[src/rtl/sdram_port_arbiter.sv]
// -----------------------------------------------------------------------------
// sdram_port_arbiter
// Shares one SDRAM controller slave port between two masters: the A-bus
// (default winner) and the CPU (guaranteed a turn after STARVE_LIMIT
// consecutive A grants while it waits). Reads are tracked in an owner-tag FIFO
// so returning s_readdatavalid pulses are routed back to the issuing master.
//
// Ports
//   clock, reset            : single clock, asynchronous active-high reset
//   a_* / c_*               : A-bus and CPU master commands (address, read,
//                             write, writedata, byteenable), waitrequest and
//                             readdatavalid back to each master
//   readdata                : shared read data (copy of s_readdata)
//   s_*                     : command to / response from the SDRAM controller
//   protocol_error          : sticky flag for read+write together or for read
//                             data arriving with no read outstanding
// -----------------------------------------------------------------------------
module sdram_port_arbiter #(
  parameter int ADDR_W       = 24,
  parameter int MAX_PEND     = 4,
  parameter int STARVE_LIMIT = 8
) (
  input  logic              clock,
  input  logic              reset,
  input  logic [ADDR_W-1:0] a_address,
  input  logic              a_read,
  input  logic              a_write,
  input  logic [15:0]       a_writedata,
  input  logic [1:0]        a_byteenable,
  output logic              a_waitrequest,
  output logic              a_readdatavalid,
  input  logic [ADDR_W-1:0] c_address,
  input  logic              c_read,
  input  logic              c_write,
  input  logic [15:0]       c_writedata,
  input  logic [1:0]        c_byteenable,
  output logic              c_waitrequest,
  output logic              c_readdatavalid,
  output logic [15:0]       readdata,
  output logic [ADDR_W-1:0] s_address,
  output logic              s_read,
  output logic              s_write,
  output logic [15:0]       s_writedata,
  output logic [1:0]        s_byteenable,
  input  logic              s_waitrequest,
  input  logic [15:0]       s_readdata,
  input  logic              s_readdatavalid,
  output logic              protocol_error
);

  localparam int PW = $clog2(MAX_PEND);
  localparam int CW = PW + 1;
  localparam int SW = $clog2(STARVE_LIMIT + 1);
  localparam logic [CW-1:0] FULL_CNT  = CW'(MAX_PEND);
  localparam logic [SW-1:0] STARVE_MAX = SW'(STARVE_LIMIT);

  typedef enum logic [1:0] {
    ST_IDLE   = 2'd0,
    ST_BUSY_A = 2'd1,
    ST_BUSY_C = 2'd2
  } state_t;

  state_t          state_q, state_d;
  logic [SW-1:0]   starve_q, starve_d;
  logic [CW-1:0]   cnt_q, cnt_d;
  logic [PW-1:0]   wr_ptr_q, wr_ptr_d;
  logic [PW-1:0]   rd_ptr_q, rd_ptr_d;
  logic            perr_q, perr_d;
  logic            tags_q [MAX_PEND];   // 1 = CPU owns the read, 0 = A-bus

  logic full, empty;
  logic a_req, c_req, a_elig, c_elig;
  logic a_stall, c_stall;
  logic a_grant, c_grant;
  logic push, push_tag, pop, head_tag, rw_err;

  assign full  = (cnt_q == FULL_CNT);
  assign empty = (cnt_q == {CW{1'b0}});
  assign a_req = a_read | a_write;
  assign c_req = c_read | c_write;

  // Read+write together is treated as a read, so it needs a free FIFO slot.
  assign a_elig = (a_write & ~a_read) | (a_read & ~full);
  assign c_elig = (c_write & ~c_read) | (c_read & ~full);

  // A read is never accepted into a full tracker, even if the master changes
  // its command from write to read while already holding the port.
  assign a_stall = s_waitrequest | (a_read & full);
  assign c_stall = s_waitrequest | (c_read & full);

  assign pop      = s_readdatavalid & ~empty;
  assign head_tag = tags_q[rd_ptr_q];

  assign a_readdatavalid = pop & ~head_tag;
  assign c_readdatavalid = pop & head_tag;
  assign readdata        = s_readdata;
  assign protocol_error  = perr_q;

  // Arbitration FSM next state and slave command mux.
  always_comb begin
    state_d       = state_q;
    s_address     = {ADDR_W{1'b0}};
    s_read        = 1'b0;
    s_write       = 1'b0;
    s_writedata   = 16'h0000;
    s_byteenable  = 2'b00;
    a_waitrequest = 1'b1;
    c_waitrequest = 1'b1;
    a_grant       = 1'b0;
    c_grant       = 1'b0;
    push          = 1'b0;
    push_tag      = 1'b0;
    rw_err        = 1'b0;
    case (state_q)
      ST_IDLE: begin
        if (c_elig && ((starve_q == STARVE_MAX) || !a_elig)) begin
          state_d = ST_BUSY_C;
          c_grant = 1'b1;
        end else if (a_elig) begin
          state_d = ST_BUSY_A;
          a_grant = 1'b1;
        end else begin
          state_d = ST_IDLE;
        end
      end
      ST_BUSY_A: begin
        s_address     = a_address;
        s_read        = a_read & ~full;
        s_write       = a_write & ~a_read;
        s_writedata   = a_writedata;
        s_byteenable  = a_byteenable;
        a_waitrequest = a_stall;
        rw_err        = a_read & a_write;
        // Dropped request or accepted command both end the tenure.
        if (!a_req || !a_stall) begin
          state_d  = ST_IDLE;
          push     = a_read & ~a_stall;
          push_tag = 1'b0;
        end else begin
          state_d = ST_BUSY_A;
        end
      end
      ST_BUSY_C: begin
        s_address     = c_address;
        s_read        = c_read & ~full;
        s_write       = c_write & ~c_read;
        s_writedata   = c_writedata;
        s_byteenable  = c_byteenable;
        c_waitrequest = c_stall;
        rw_err        = c_read & c_write;
        if (!c_req || !c_stall) begin
          state_d  = ST_IDLE;
          push     = c_read & ~c_stall;
          push_tag = 1'b1;
        end else begin
          state_d = ST_BUSY_C;
        end
      end
      default: begin
        state_d = ST_IDLE;
      end
    endcase
  end

  // Starvation counter, read-tracker pointers/count and sticky error.
  always_comb begin
    starve_d = starve_q;
    wr_ptr_d = wr_ptr_q;
    rd_ptr_d = rd_ptr_q;
    cnt_d    = cnt_q;
    if (!c_req || c_grant) begin
      starve_d = {SW{1'b0}};
    end else if (a_grant && (starve_q != STARVE_MAX)) begin
      starve_d = starve_q + SW'(1);
    end else begin
      starve_d = starve_q;
    end
    if (push) begin
      wr_ptr_d = wr_ptr_q + PW'(1);
    end else begin
      wr_ptr_d = wr_ptr_q;
    end
    if (pop) begin
      rd_ptr_d = rd_ptr_q + PW'(1);
    end else begin
      rd_ptr_d = rd_ptr_q;
    end
    case ({push, pop})
      2'b10:   cnt_d = cnt_q + CW'(1);
      2'b01:   cnt_d = cnt_q - CW'(1);
      default: cnt_d = cnt_q;
    endcase
    perr_d = perr_q | rw_err | (s_readdatavalid & empty);
  end

  // State and bookkeeping registers.
  always_ff @(posedge clock or posedge reset) begin
    if (reset) begin
      state_q  <= ST_IDLE;
      starve_q <= {SW{1'b0}};
      cnt_q    <= {CW{1'b0}};
      wr_ptr_q <= {PW{1'b0}};
      rd_ptr_q <= {PW{1'b0}};
      perr_q   <= 1'b0;
    end else begin
      state_q  <= state_d;
      starve_q <= starve_d;
      cnt_q    <= cnt_d;
      wr_ptr_q <= wr_ptr_d;
      rd_ptr_q <= rd_ptr_d;
      perr_q   <= perr_d;
    end
  end

  // Owner-tag storage for outstanding reads.
  always_ff @(posedge clock or posedge reset) begin
    if (reset) begin
      for (int i = 0; i < MAX_PEND; i++) begin
        tags_q[i] <= 1'b0;
      end
    end else if (push) begin
      tags_q[wr_ptr_q] <= push_tag;
    end
  end

endmodule
[config.mk]
export PLATFORM = sky130hd
export DESIGN_NAME = sdram_port_arbiter
export DESIGN_NICKNAME = d
export VERILOG_FILES = /design/src/rtl/sdram_port_arbiter.sv
export SDC_FILE = /design/constraint.sdc
export NUM_CORES = 1
export LEC_CHECK = 0
export BUFFER_PORTS_ARGS = -buffer_cell sky130_fd_sc_hd__buf_2
export CORE_MARGIN = 2
export CORE_UTILIZATION = 41
export CTS_CLUSTER_SIZE = 14
export DETAILED_ROUTE_END_ITERATION = 16
export PLACE_DENSITY = 0.87
export SETUP_SLACK_MARGIN = 0.3
export SYNTH_ARGS = -nofsm -noshare
export SYNTH_HDL_FRONTEND = slang
export SYNTH_SLANG_ARGS = --single-unit
[constraint.sdc]
create_clock -name clock -period 3.7 [get_ports clock]
set_input_delay 0.37 -clock clock [delete_from_list [all_inputs] [get_ports clock]]
set_output_delay 0.37 -clock clock [all_outputs]
set_load 0.01 [all_outputs]
==> out/metrics.cfg <==
[cts]
cts_hold_buffers = 0
clk_pin_slew_worst_paths_ps = 80
cts_made_buffers = 3
post_cts_resize_count = 0
post-cts-setup-buffers = 0
htree_levels = 1
ctsLongestPathBuffers = 2
tritoncts_clock_tree = done
clock_tree.root_cell = clkbuf_8
clkLatencyLatePin_ps = 260
clkSinkCount = 18

[cells_and_area]
post_route_utilization_pct = 56.3
design.final.nets = 468
layout-drive-gt1-share_pct = 45.2
syn_to_final_growth_pct = 34.3
layout.filler_cells = 435
insertedDiodeCount = 0

[grt]
busiest_layer = met2
grt.total_usage_pct = 20.4
first_global_vias = 1718
grt.met2_usage_pct = 30.4
antenna_found_initial = 0
grt_max_degree = 47
grt.met1_usage_pct = 27.9
grtUsageMet3_pct = 9.12
wire_length_of_the_first_global_routing_pass_mm = 8.49
grt_overflow_total = 0

[sta]
fmax_mhz = 424
setup_viol = 0
final-max-slew-violation-count = 0
hold_viol = 0
period_minus_slack_ps = 2360
slew_headroom_pct = 53.3
fin_crit_sh_pct = 63.7
rsz0062_at_grt = false
setup-tns-final_ps = 0
timing.hold.ws_ps = 206
fin_ws_ps = 1340
worst_clock_skew_ps = 8.93
max_slew.worst_pin.slew_ps = 700

[yosys]
yosysWarnings = 0
netlist_instances = 232
synthArstFlopShare_pct = 100
yosys_most_used_dff = dfrtp_1
synth.yosys.seq_area_share_pct = 23.2
avgSynthCellArea_um2 = 8.37
mappedNetlistArea_um2 = 1940
synth_nets = 352
number_of_synthesized_flops_with_an_enable_pin = 0
yosysUniqueCellTypes = 38
yosys_register_bits = 18

[pwr]
swShare_pct = 46.1
sequentialPowerShare_pct = 20.0
peakVddDrop_v = 0.000351
clock_group_share_of_total_power_pct = 10.0
pwr_density_cell_nw_per_um2 = 632
power_report.internal_total_w = 0.000888
p_leak_nw = 1.36
comb_power_share_pct = 69.9
p_sw_w = 0.000759

[min_path]
worst_hold_path_type = input pin to async pin

[die]
top_level_ports = 173
dieHeight_um = 72.8
start_util_pct = 41.9
placementRows = 25
dieArea_um2 = 5300
die_x_um = 72.8
fp.coreArea_um2 = 4630

[placed_design]
io_buffers = 140
place.detailed.hpwl_mm = 4.77
preCtsSetupSlack_ps = 1440
gp_congestion = 0.861

[setup_path]
worst_ep_arrival_time_ps = 1990
reg2regPathDepth = 11
worstPathRequired_ps = 3330
worstReg2RegEnd = cnt_q[2]
reg2reg_slack_ps = 1440
worstReg2RegStart = state_q[1]
worst-setup-path-type = register to primary output
startpoint_type = register
critical_path.endpoint_type = primary output
worstPathMaxFanout = 46

[drt]
detail_route.iter0.violations = 88
post_drt_via_cell_ratio = 5.10
detail_route.drc_violations = 0
antenna_left = 0
routed-via-count = 2047
wire_per_inst_um = 14.9
totalWireLength_mm = 5.97
firstDrtPassIters = 4

[run]
max-cap-violations = 0

[status]
outcome = complete, no violations

-- Yosys cell counts, drive strengths merged, types with 2 or more instances --
| cell type | count | area [um^2] |
|---|---|---|
| nor3b | 2 | 15.0 |
| or3b | 2 | 17.5 |
| nor3 | 3 | 15.0 |
| a22oi | 43 | 328 |
| nor2 | 8 | 30.0 |
| mux2i | 2 | 20.0 |
| xor2 | 2 | 17.5 |
| nand3 | 2 | 10.0 |
| xnor2 | 7 | 61.3 |
| o31ai | 2 | 15.0 |
| inv | 15 | 56.3 |
| and2 | 2 | 12.5 |
| nand2 | 10 | 37.5 |
| buf | 21 | 139 |
| o211ai | 2 | 15.0 |
| dfrtp | 18 | 450 |
| nor2b | 43 | 269 |
| mux2 | 4 | 45.0 |
| nor4b | 2 | 32.5 |
| o21ai | 6 | 30.0 |
| nand3b | 2 | 15.0 |
| ha | 11 | 138 |
| clkbuf | 11 | 41.3 |
-- final cells by class --
| cell class | count | area (um^2) | share of cell area (%) |
|---|---|---|---|
| Tap cell | 54 | 67.6 | 2.59 |
| Clock buffer | 4 | 55.1 | 2.11 |
| Timing Repair Buffer | 143 | 723 | 27.7 |
| Inverter | 15 | 56.3 | 2.16 |
| Sequential cell | 18 | 450 | 17.3 |
| Multi-Input combinational cell | 167 | 1250 | 48.1 |
-- layout by cell type, fill, tap and decap left out, drive strengths merged --
cell type / count
or4bb: 1
mux4: 1
nor4b: 2
xnor2: 7
and2: 2
o211ai: 2
ha: 11
nand2: 10
and4bb: 1
o21ai: 6
nand3: 2
nor2: 8
nor3: 3
or3b: 2
a22oi: 43
mux2i: 2
nor3b: 2
dfrtp: 18
o22a: 1
fa: 1
a221o: 1
o22ai: 1
nor2b: 43
a21oi: 1
and3b: 1
and3: 1
clkbuf: 4
buf: 143
inv: 15
o221ai: 1
xor2: 2
nand2b: 1
mux2: 4
nand3b: 2
o31ai: 2
-- power by group through the flow --
stage                     clock [W]  combinational, W  sequential [W]
after floorplan                   0          0.000827        0.000317
after global placement            0           0.00114        0.000327
after detailed placement          0           0.00115        0.000334
after CTS                  0.000168           0.00117        0.000330
after global routing       0.000175           0.00129        0.000342
final                      0.000165           0.00115        0.000330
-- through the flow --
stage | cell area (um^2) | std cells | power (W)
after detailed placement | 2550 | 397 | 0.00149
after global placement | 2550 | 397 | 0.00146
final | 2610 | 401 | 0.00165
after global routing | 2610 | 401 | 0.00180
after floorplan | 1940 | 232 | 0.00114
after CTS | 2610 | 401 | 0.00166
-- sequential cells by signal, summed over array words and instances (netlist names) --
register,cells
cnt_q,3
protocol_error,1
rd_ptr_q,2
starve_q,4
state_q,2
tags_q,4
wr_ptr_q,2
-- worst max-delay path, stage by stage, from the launching register on --
cell and delay [ps]:
dfrtp_1 410, inv_1 100, ha_1 200, buf_4 400, or3b_2 480, buf_2 150
-- routing by layer --
metal | routed length [um] | part of all wire [%]
met1 | 2530 | 42
met2 | 2710 | 45
met3 | 714 | 12
met4 | 22 | 0.37
met5 | 0 | 0
-- cell families (layout without fill, tap and decap cells) --
| group | count (synthesis) | in the layout | synth area share (%) |
|---|---|---|---|
| AND/OR/NAND/NOR | 81 | 81 | 26.0 |
| AO/OA/AOI/OAI | 58 | 58 | 22.0 |
| buffers and inverters | 47 | 162 | 12.2 |
| flip-flops | 18 | 18 | 23.2 |
| adder cells (fa/ha/maj) | 12 | 12 | 8.12 |
| XOR/XNOR | 9 | 9 | 4.06 |
| multiplexers | 7 | 7 | 4.51 |
-- how the worst max path moves through the flow --
| stage | start | slack, ps | depth (start not counted) | end |
|---|---|---|---|---|
| finish | state_q[1] | 1340 | 5 | a_waitrequest |
| global placement | state_q[0] | 1530 | 11 | cnt_q[2] |
| global route | state_q[1] | 1190 | 11 | cnt_q[2] |
| floorplan | state_q[0] | 1450 | 11 | cnt_q[2] |
| detailed placement | state_q[0] | 1440 | 11 | cnt_q[2] |
| CTS | state_q[1] | 1310 | 5 | a_waitrequest |
No activity file was read; power rests on OpenSTA's default activity.
